$ cat src/rtl/gbt_elink_frame_rx.sv
// gbt_elink_frame_rx
// Receives one 16-bit GBT downlink elink word per 40 MHz cycle. Bits [15:12]
// are TTC strobes and are registered every cycle. Bits [11:0] carry a framed
// register request: header, ADDR_WORDS address words, DATA_WORDS data words
// and an end word. Each good frame produces a one-cycle request strobe.
//
// Ports
//   ttc_clk_40_i      40 MHz frame clock (sole clock)
//   reset_i           synchronous active-high reset
//   gbt_rx_data_i     received word: [15:12] TTC, [11:0] payload
//   req_en_o          one-cycle request strobe
//   req_we_o          1 = write, 0 = read (held until next request)
//   req_addr_o        request address (held until next request)
//   req_data_o        request write data (held until next request)
//   ttc_l1a_o, ttc_calpulse_o, ttc_resync_o, ttc_bc0_o
//                     registered copies of gbt_rx_data_i[15..12]
//   frame_err_o       one-cycle pulse when a frame is rejected
//   frame_err_cnt_o   saturating count of rejected frames
//   locked_o          high after LOCK_FRAMES consecutive good frames
module gbt_elink_frame_rx #(
  parameter int          ADDR_W      = 32,
  parameter int          DATA_W      = 32,
  parameter logic [11:0] FRAME_END   = 12'hABC,
  parameter bit          FRAME_CHECK = 1'b1,
  parameter int          LOCK_FRAMES = 4,
  parameter int          ERR_CNT_W   = 16
) (
  input  logic                 ttc_clk_40_i,
  input  logic                 reset_i,
  input  logic [15:0]          gbt_rx_data_i,
  output logic                 req_en_o,
  output logic                 req_we_o,
  output logic [ADDR_W-1:0]    req_addr_o,
  output logic [DATA_W-1:0]    req_data_o,
  output logic                 ttc_l1a_o,
  output logic                 ttc_calpulse_o,
  output logic                 ttc_resync_o,
  output logic                 ttc_bc0_o,
  output logic                 frame_err_o,
  output logic [ERR_CNT_W-1:0] frame_err_cnt_o,
  output logic                 locked_o
);

  localparam int ADDR_WORDS = (ADDR_W - 8 + 11) / 12;
  localparam int DATA_WORDS = (DATA_W + 11) / 12;
  localparam int ADDR_LO_W  = ADDR_W - 8;

  typedef enum logic [1:0] {
    S_IDLE,
    S_ADDR,
    S_DATA,
    S_END
  } state_t;

  state_t state, state_nxt;

  logic [2:0]           word_cnt, word_cnt_nxt;
  logic [11:0]          payload;
  logic                 hdr_hit, shift_a, shift_d, frame_good, frame_bad;
  logic                 hdr_we;
  logic [7:0]           hdr_msb;
  logic [ADDR_LO_W-1:0] addr_sr;
  logic [DATA_W-1:0]    data_sr;
  logic [7:0]           good_cnt;

  assign payload  = gbt_rx_data_i[11:0];
  assign locked_o = (good_cnt == 8'(LOCK_FRAMES));

  always_comb begin
    state_nxt    = state;
    word_cnt_nxt = word_cnt;
    hdr_hit      = 1'b0;
    shift_a      = 1'b0;
    shift_d      = 1'b0;
    frame_good   = 1'b0;
    frame_bad    = 1'b0;
    case (state)
      S_IDLE: begin
        if (payload[11] && (payload[9:8] == 2'b00)) begin
          hdr_hit      = 1'b1;
          state_nxt    = S_ADDR;
          word_cnt_nxt = '0;
        end
      end
      S_ADDR: begin
        shift_a = 1'b1;
        if (word_cnt == 3'(ADDR_WORDS - 1)) begin
          state_nxt    = S_DATA;
          word_cnt_nxt = '0;
        end else begin
          word_cnt_nxt = word_cnt + 3'd1;
        end
      end
      S_DATA: begin
        shift_d = 1'b1;
        if (word_cnt == 3'(DATA_WORDS - 1)) begin
          state_nxt    = S_END;
          word_cnt_nxt = '0;
        end else begin
          word_cnt_nxt = word_cnt + 3'd1;
        end
      end
      S_END: begin
        // The end word always returns to IDLE; it is never itself re-parsed
        // as a header, so the next word is the first header candidate.
        if (!FRAME_CHECK || (payload == FRAME_END)) frame_good = 1'b1;
        else                                        frame_bad  = 1'b1;
        state_nxt = S_IDLE;
      end
      default: state_nxt = S_IDLE;
    endcase
  end

  always_ff @(posedge ttc_clk_40_i) begin
    if (reset_i) begin
      state    <= S_IDLE;
      word_cnt <= '0;
    end else begin
      state    <= state_nxt;
      word_cnt <= word_cnt_nxt;
    end
  end

  always_ff @(posedge ttc_clk_40_i) begin
    if (reset_i) begin
      ttc_l1a_o       <= 1'b0;
      ttc_calpulse_o  <= 1'b0;
      ttc_resync_o    <= 1'b0;
      ttc_bc0_o       <= 1'b0;
      req_en_o        <= 1'b0;
      req_we_o        <= 1'b0;
      req_addr_o      <= '0;
      req_data_o      <= '0;
      frame_err_o     <= 1'b0;
      frame_err_cnt_o <= '0;
      good_cnt        <= '0;
      hdr_we          <= 1'b0;
      hdr_msb         <= '0;
      addr_sr         <= '0;
      data_sr         <= '0;
    end else begin
      ttc_l1a_o      <= gbt_rx_data_i[15];
      ttc_calpulse_o <= gbt_rx_data_i[14];
      ttc_resync_o   <= gbt_rx_data_i[13];
      ttc_bc0_o      <= gbt_rx_data_i[12];
      req_en_o       <= frame_good;
      frame_err_o    <= frame_bad;

      if (hdr_hit) begin
        hdr_we  <= payload[10];
        hdr_msb <= payload[7:0];
      end
      // Shift registers keep only the low bits of the 12-bit word field;
      // upper pad bits fall off the top as later words arrive.
      if (shift_a) addr_sr <= ADDR_LO_W'({addr_sr, payload});
      if (shift_d) data_sr <= DATA_W'({data_sr, payload});

      if (frame_good) begin
        req_we_o   <= hdr_we;
        req_addr_o <= {hdr_msb, addr_sr};
        req_data_o <= data_sr;
        if (good_cnt != 8'(LOCK_FRAMES)) good_cnt <= good_cnt + 8'd1;
      end
      if (frame_bad) begin
        good_cnt <= '0;
        if (frame_err_cnt_o != '1) frame_err_cnt_o <= frame_err_cnt_o + 1'b1;
      end
    end
  end

endmodule

$ cat config.mk
export PLATFORM = sky130hd
export DESIGN_NAME = gbt_elink_frame_rx
export DESIGN_NICKNAME = d
export VERILOG_FILES = /design/src/rtl/gbt_elink_frame_rx.sv
export SDC_FILE = /design/constraint.sdc
export NUM_CORES = 1
export LEC_CHECK = 0
export BUFFER_PORTS_ARGS = -buffer_cell sky130_fd_sc_hd__buf_2
export CORE_ASPECT_RATIO = 0.9
export CORE_MARGIN = 2
export CORE_UTILIZATION = 25
export CTS_BUF_LIST = sky130_fd_sc_hd__clkbuf_8
export CTS_CLUSTER_DIAMETER = 30
export DETAILED_ROUTE_END_ITERATION = 6
export PLACE_DENSITY = 0.46
export SLEW_MARGIN = 20
export SYNTH_ARGS = -nofsm -noshare
export SYNTH_HDL_FRONTEND = slang
export SYNTH_SLANG_ARGS = --single-unit
$ cat constraint.sdc
create_clock -name ttc_clk_40_i -period 1.7 [get_ports ttc_clk_40_i]
set_input_delay 0.51 -clock ttc_clk_40_i [delete_from_list [all_inputs] [get_ports ttc_clk_40_i]]
set_output_delay 0.51 -clock ttc_clk_40_i [all_outputs]
set_load 0.05 [all_outputs]
Yosys cells after proc, flatten, opt, wreduce, memory -nomap -nowiden
Cells that the tools add are included.
Widths: inputs -> output; s select.
Word-level totals
  bits in latches: 0
  output and inout bits: 88
  register bits after elaboration: 165
  bits in writable memories: 0
  memory bits (read-only): 0
  memories kept: 0
Operators by class
  reductions and logical operators: 9
  order comparisons: 0
  bitwise operators: 0
  add/subtract/negate cells: 3
  $mul: 0
  equal/unequal tests: 12
  shift operators: 0
  div/mod/pow operators: 0
  multiplexer cells: 16
Operator list (number)
  $add 16x1->16 const B: 1
  $ne 16x16->1 const B: 1
  $eq 12x12->1 const B: 1
  $mux 3: 3
  $pmux 3 s3: 1
  $add 8x1->8 const B: 1
  $eq 8x3->1 const B: 1
  $mux 1: 8
  $ne 8x3->1 const B: 1
  $pmux 2 s4: 1
  $mux 2: 3
  $ne 2x2->1 const B: 3
  $reduce_and 2->1: 3
  $eq 2x2->1 const B: 2
  $logic_not 2->1: 2
  $add 3x1->3 const B: 1
  $eq 3x1->1 const B: 1
  $eq 3x2->1 const B: 1
  $reduce_and 3->1: 1
  $reduce_bool 3->1: 1
  $eq 2x1->1 const B: 1
  $reduce_or 2->1: 1
  $logic_and 1x1->1: 1

Depth between registers and ports, before layout
  word-level depth: 4
  gate-level depth with buffers: 7

Least setup slack after synthesis
Ideal clock, no wire load.
  kind: register to register
  from: register frame_err_cnt_o[1]
  to: register frame_err_cnt_o[14]
  setup slack: -0.428 ns
  path buffers: 0
  data required time: 1.577 ns
  arrival time: 2.005 ns
  stages on the path, launching flop included: 6
  path through: dfxtp_1 ha_1 nand3_1 or2_2 nor4_1 mux2_1
On the way
  longest elaborated chain between the ends: 2
Ends and longest elaborated chain
  start, declared: RTL line 40  | output logic [ERR_CNT_W-1:0] frame_err_cnt_o,
  start signal, assigned: RTL line 166  | if (frame_err_cnt_o != '1) frame_err_cnt_o <= frame_err_cnt_o + 1'b1;
  branches (longest 2 deep; another with $add 16x1->16)
Several ways; the timed one is not identified.
A chain may end at the register's enable or synchronous reset.

Worst setup path in the final report
  from: register good_cnt[0]
  to: output locked_o
On the way
  longest elaborated chain between the ends: 1
Ends and longest elaborated chain
  start, declared: RTL line 64  | logic [7:0] good_cnt;
  start signal, assigned: RTL line 162  | if (good_cnt != 8'(LOCK_FRAMES)) good_cnt <= good_cnt + 8'd1;
  $eq 8x3->1: RTL line 67  | assign locked_o = (good_cnt == 8'(LOCK_FRAMES));
  end, declared: RTL line 41  | output logic locked_o
Every way passes these cells.

==> results.md <==
- DR vias/cell: ~4.4
- Netlist cell types: 39
- Post-synthesis xor/xnor area fraction: 0%
- Post-DP Area: about 7600 um2
- Final period util: 119%
- Post-synthesis compound-gate area fraction: 9.69%
- Min Hold Slack: approximately 260 ps
- Leak pwr: roughly 3.2 nW
- Residual DRC: 0
- Clk slew on worst S/H paths: approximately 100 ps
- CTS tree: built
- CP arrival: around 1500 ps
- Initial antenna violation count: 3
- Port Buf Inserts: about 110
- GRT Total Usage: around 14%
- Drt total wl: approximately 18000 um
- Post-synth EDFFs: 0
- Dpl hpwl: between 10000 and 15000 um
- Relative slew margins: between 60% and 70%
- Slew Viols, Final: 0
- Drt initial violations: 255
- Largest net degree at the start of global routing: around 60
- Final cell count without fillers: 1210
- Slew @ Worst Pin: about 470 ps
- Most used routing layer: met2
- Pint: 0.00579 W
- Worst path cell trace: inv_2 > ha_4 > nor4b_4 > nand2_2 > clkinvlp_4 > buf_12
- Final instance area: 8480 um2
- Dpl cells: approximately 1200
- Adder-Cell Fraction of Synth Area: 1.58%
- Power per cell area: between 900 and 1000 nW/um2
- Worst skew pair latency: 460 ps
- Clock network power share: around a third
- Gpl congestion: roughly 0.77
- Worst stage delay on the critical path: 330 ps
- Dpl ws: -367 ps
- First-pass GRT wire length: between 20000 and 30000 um
- Area of the mapped netlist: about 6300 um2
- Worst r2r dst: good_cnt[3]
- Peak VDD IR: around 0.00042 V
- Switching pwr: approximately 0.0024 W
- CTS buffer count: 17
- Die W: 172 um
- Setup CP Type: reg -> out
- Area delta synth->final: 34.0%
- WHS Endpoint: ttc_resync_o
- Site row count: 55
- Mean area per synthesized cell: about 9 um2
- Antenna-violating nets left: 0
- Min Tclk post-route: a little over 2000 ps
- Slowest-stage cell, CP: dfxtp_2
- Sequential share of the synthesized area: between 50% and 60%
- M1 GR Usage: between 10% and 20%
- Share of cells above drive strength 1: approximately a third
- Critical R2R Launch: good_cnt[0]
- Setup TNS: -370 ps
- Syn nets: ~740
- Vias in the first global route: around 5000
- Full die area: 26600 um2
- Global route overflow: 0
- Fin nets: 880
- Post-Synthesis Cells: between 700 and 800
- Setup ws final: -327 ps
- CORE AREA: roughly 25000 um2
- Layout fillers: between 2000 and 3000
- Final hold vios: 0
- Worst clock skew: 12.6 ps
- Post-synthesis mux area share: 10.8%
- Flops & latches, synth: 165
- FF-to-FF setup slack: -30 ps
- CTS H-tree lvls: 4
- Crit path max-delay family: flip-flops
- Reg2Reg Depth: 9
- Required @ worst endpoint: 1190 ps
- CP max FO: 2
- Top Ports: between 100 and 150
- Status: finished with violations
- Max Buffers Root-to-Sink: 2
- Met3 GRT Util: roughly 4%
- Hold path depth: 2
- Post-synth ARST share: 0%
- Via Count: between 5000 and 6000
- Final setup vio count: 3
- Clk sink count: between 150 and 200
- Critical Path Start Type: flop
- Yosys warns: 0
- Switching share of power: 29.6%
- Worst Hold Launch: gbt_rx_data_i[13]
- Sequential Power Share: between 50 and 60%
- CTS Hold Bufs: 0
- Crit end category: primary output
- Logic pwr share: 15.3%
- Die Y: roughly 150 um
- Max cap viols: 0
- Largest family of logic cells by synthesized area: simple AND/OR/NAND/NOR gates
- First-pass DRT Iterations: 4
- Hold crit path type: in -> reg
- Max Fclk: between 400 and 500 MHz
- Synth Area in Simple Gates: roughly 22%
- Initial Util: roughly a quarter
- RSZ-0062 raised after global routing: true
- Violated checks: setup timing
- M2 GR Usage: ~20%
- Root Buffer: clkbuf_8
- Primary FF master, synth: dfxtp_1
- DR WL/cell: approximately 15 um
- Crit path buffers/inverters: 3
[metal layers]
metal	part of all wire, %	vias to the layer above	wire [um]
li1	-	2727	-
met1	50	2505	8890
met2	44	80	7870
met3	4.7	12	834
met4	0.94	2	167
met5	0.073	-	13
[per-stage QoR]
step	power (W)	utilization, %
final	0.00822	33.9
after global routing	0.00863	33.9
after CTS	0.00823	32.3
after detailed placement	0.00539	30.6
after global placement	0.00540	30.6
after floorplan	0.00504	-
[cells in the mapped netlist, types with 2 or more instances]
library cell / count / area [um2]
inv_1: 7 / 26.3
nand3_1: 11 / 55.1
buf_1: 7 / 26.3
nor4_1: 6 / 37.5
mux2_2: 3 / 33.8
o31ai_1: 9 / 67.6
nor2b_1: 13 / 81.3
ha_1: 8 / 100
a21oi_1: 91 / 455
nand4_1: 9 / 56.3
nor4b_2: 2 / 30.0
or4_1: 10 / 75.1
o21ai_0: 8 / 40.0
and4_1: 4 / 35.0
mux2_1: 5 / 56.3
mux2i_1: 59 / 591
clkbuf_1: 26 / 97.6
nand2b_1: 3 / 18.8
nor2_1: 74 / 278
nor3b_1: 3 / 22.5
buf_2: 12 / 60.1
or3_1: 2 / 12.5
nor3_1: 2 / 10.0
nand2_1: 158 / 593
nor4b_1: 3 / 26.3
dfxtp_1: 165 / 3300
[cells by family after synthesis]
| kind of cell | count (synthesis) |
|---|---|
| flip-flops | 165 |
| buffers and inverters | 53 |
| AND/OR/NAND/NOR | 307 |
| multiplexers | 67 |
| adder cells (fa/ha/maj) | 8 |
| AO/OA/AOI/OAI | 113 |
[power by group through the flow]
| stage | registers, W | clock network, W | logic [W] |
|---|---|---|---|
| 2_1_floorplan | 0.00421 | 0 | 0.000829 |
| 3_3_place_gp | 0.00423 | 0 | 0.00117 |
| 3_5_place_dp | 0.00423 | 0 | 0.00116 |
| 4_1_cts | 0.00414 | 0.00291 | 0.00118 |
| 5_1_grt | 0.00420 | 0.00307 | 0.00137 |
| 6_report | 0.00417 | 0.00280 | 0.00126 |
[cell usage in the layout, fill, tap and decap left out, drive strengths merged, types with 4 or more instances in the layout]
cell type  synthesis  final
dfxtp            165    165
buf               20    159
nand2            158    158
a21oi             91     91
nor2              74     74
mux2i             59     59
clkbuf            26     22
inv                7     15
nor2b             13     13
nand3             11     11
or4               10     10
nand4              9      9
o31ai              9      9
o21ai              8      8
ha                 8      8
mux2               8      8
nor4b              6      6
nor4               6      6
a31o               1      4
and4               4      4
[flip-flops by register name (all words and copies together), names as in the netlist]
signal           count
req_we_o             1
data_sr             32
good_cnt             8
ttc_l1a_o            1
frame_err_cnt_o     16
state                2
ttc_calpulse_o       1
req_en_o             1
req_addr_o          32
hdr_msb              8
ttc_bc0_o            1
ttc_resync_o         1
addr_sr             24
hdr_we               1
word_cnt             3
frame_err_o          1
req_data_o          32
[worst max-delay path by stage]
| stage | endpoint | start | cells after the start |
|---|---|---|---|
| finish | locked_o | good_cnt[0] | 6 |
| global route | locked_o | good_cnt[0] | 6 |
| CTS | locked_o | good_cnt[0] | 6 |
| detailed placement | good_cnt[6] | gbt_rx_data_i[1] | 6 |
| global placement | good_cnt[6] | gbt_rx_data_i[1] | 6 |
| floorplan | frame_err_cnt_o[10] | gbt_rx_data_i[3] | 5 |
[repair_timing]
action	4_1_cts	5_1_grt
pin swaps	3	16
endpoints found under the setup margin	7	33
resized for setup	10	61
buffers inserted	2	8
cloned	1	4
[cell type report]
class / instances / area (um2) / share of cell area [%]
antenna: 2 / 5.00 / 0.0590
clock buffer: 17 / 234 / 2.76
clock inverter: 14 / 143 / 1.68
inverter: 7 / 36.3 / 0.428
multi-input combinational: 498 / 3170 / 37.4
sequential: 165 / 3350 / 39.5
tap: 342 / 428 / 5.05
timing repair buffer: 165 / 1110 / 13.1
Note: power is estimated with default switching activity, not from simulation.
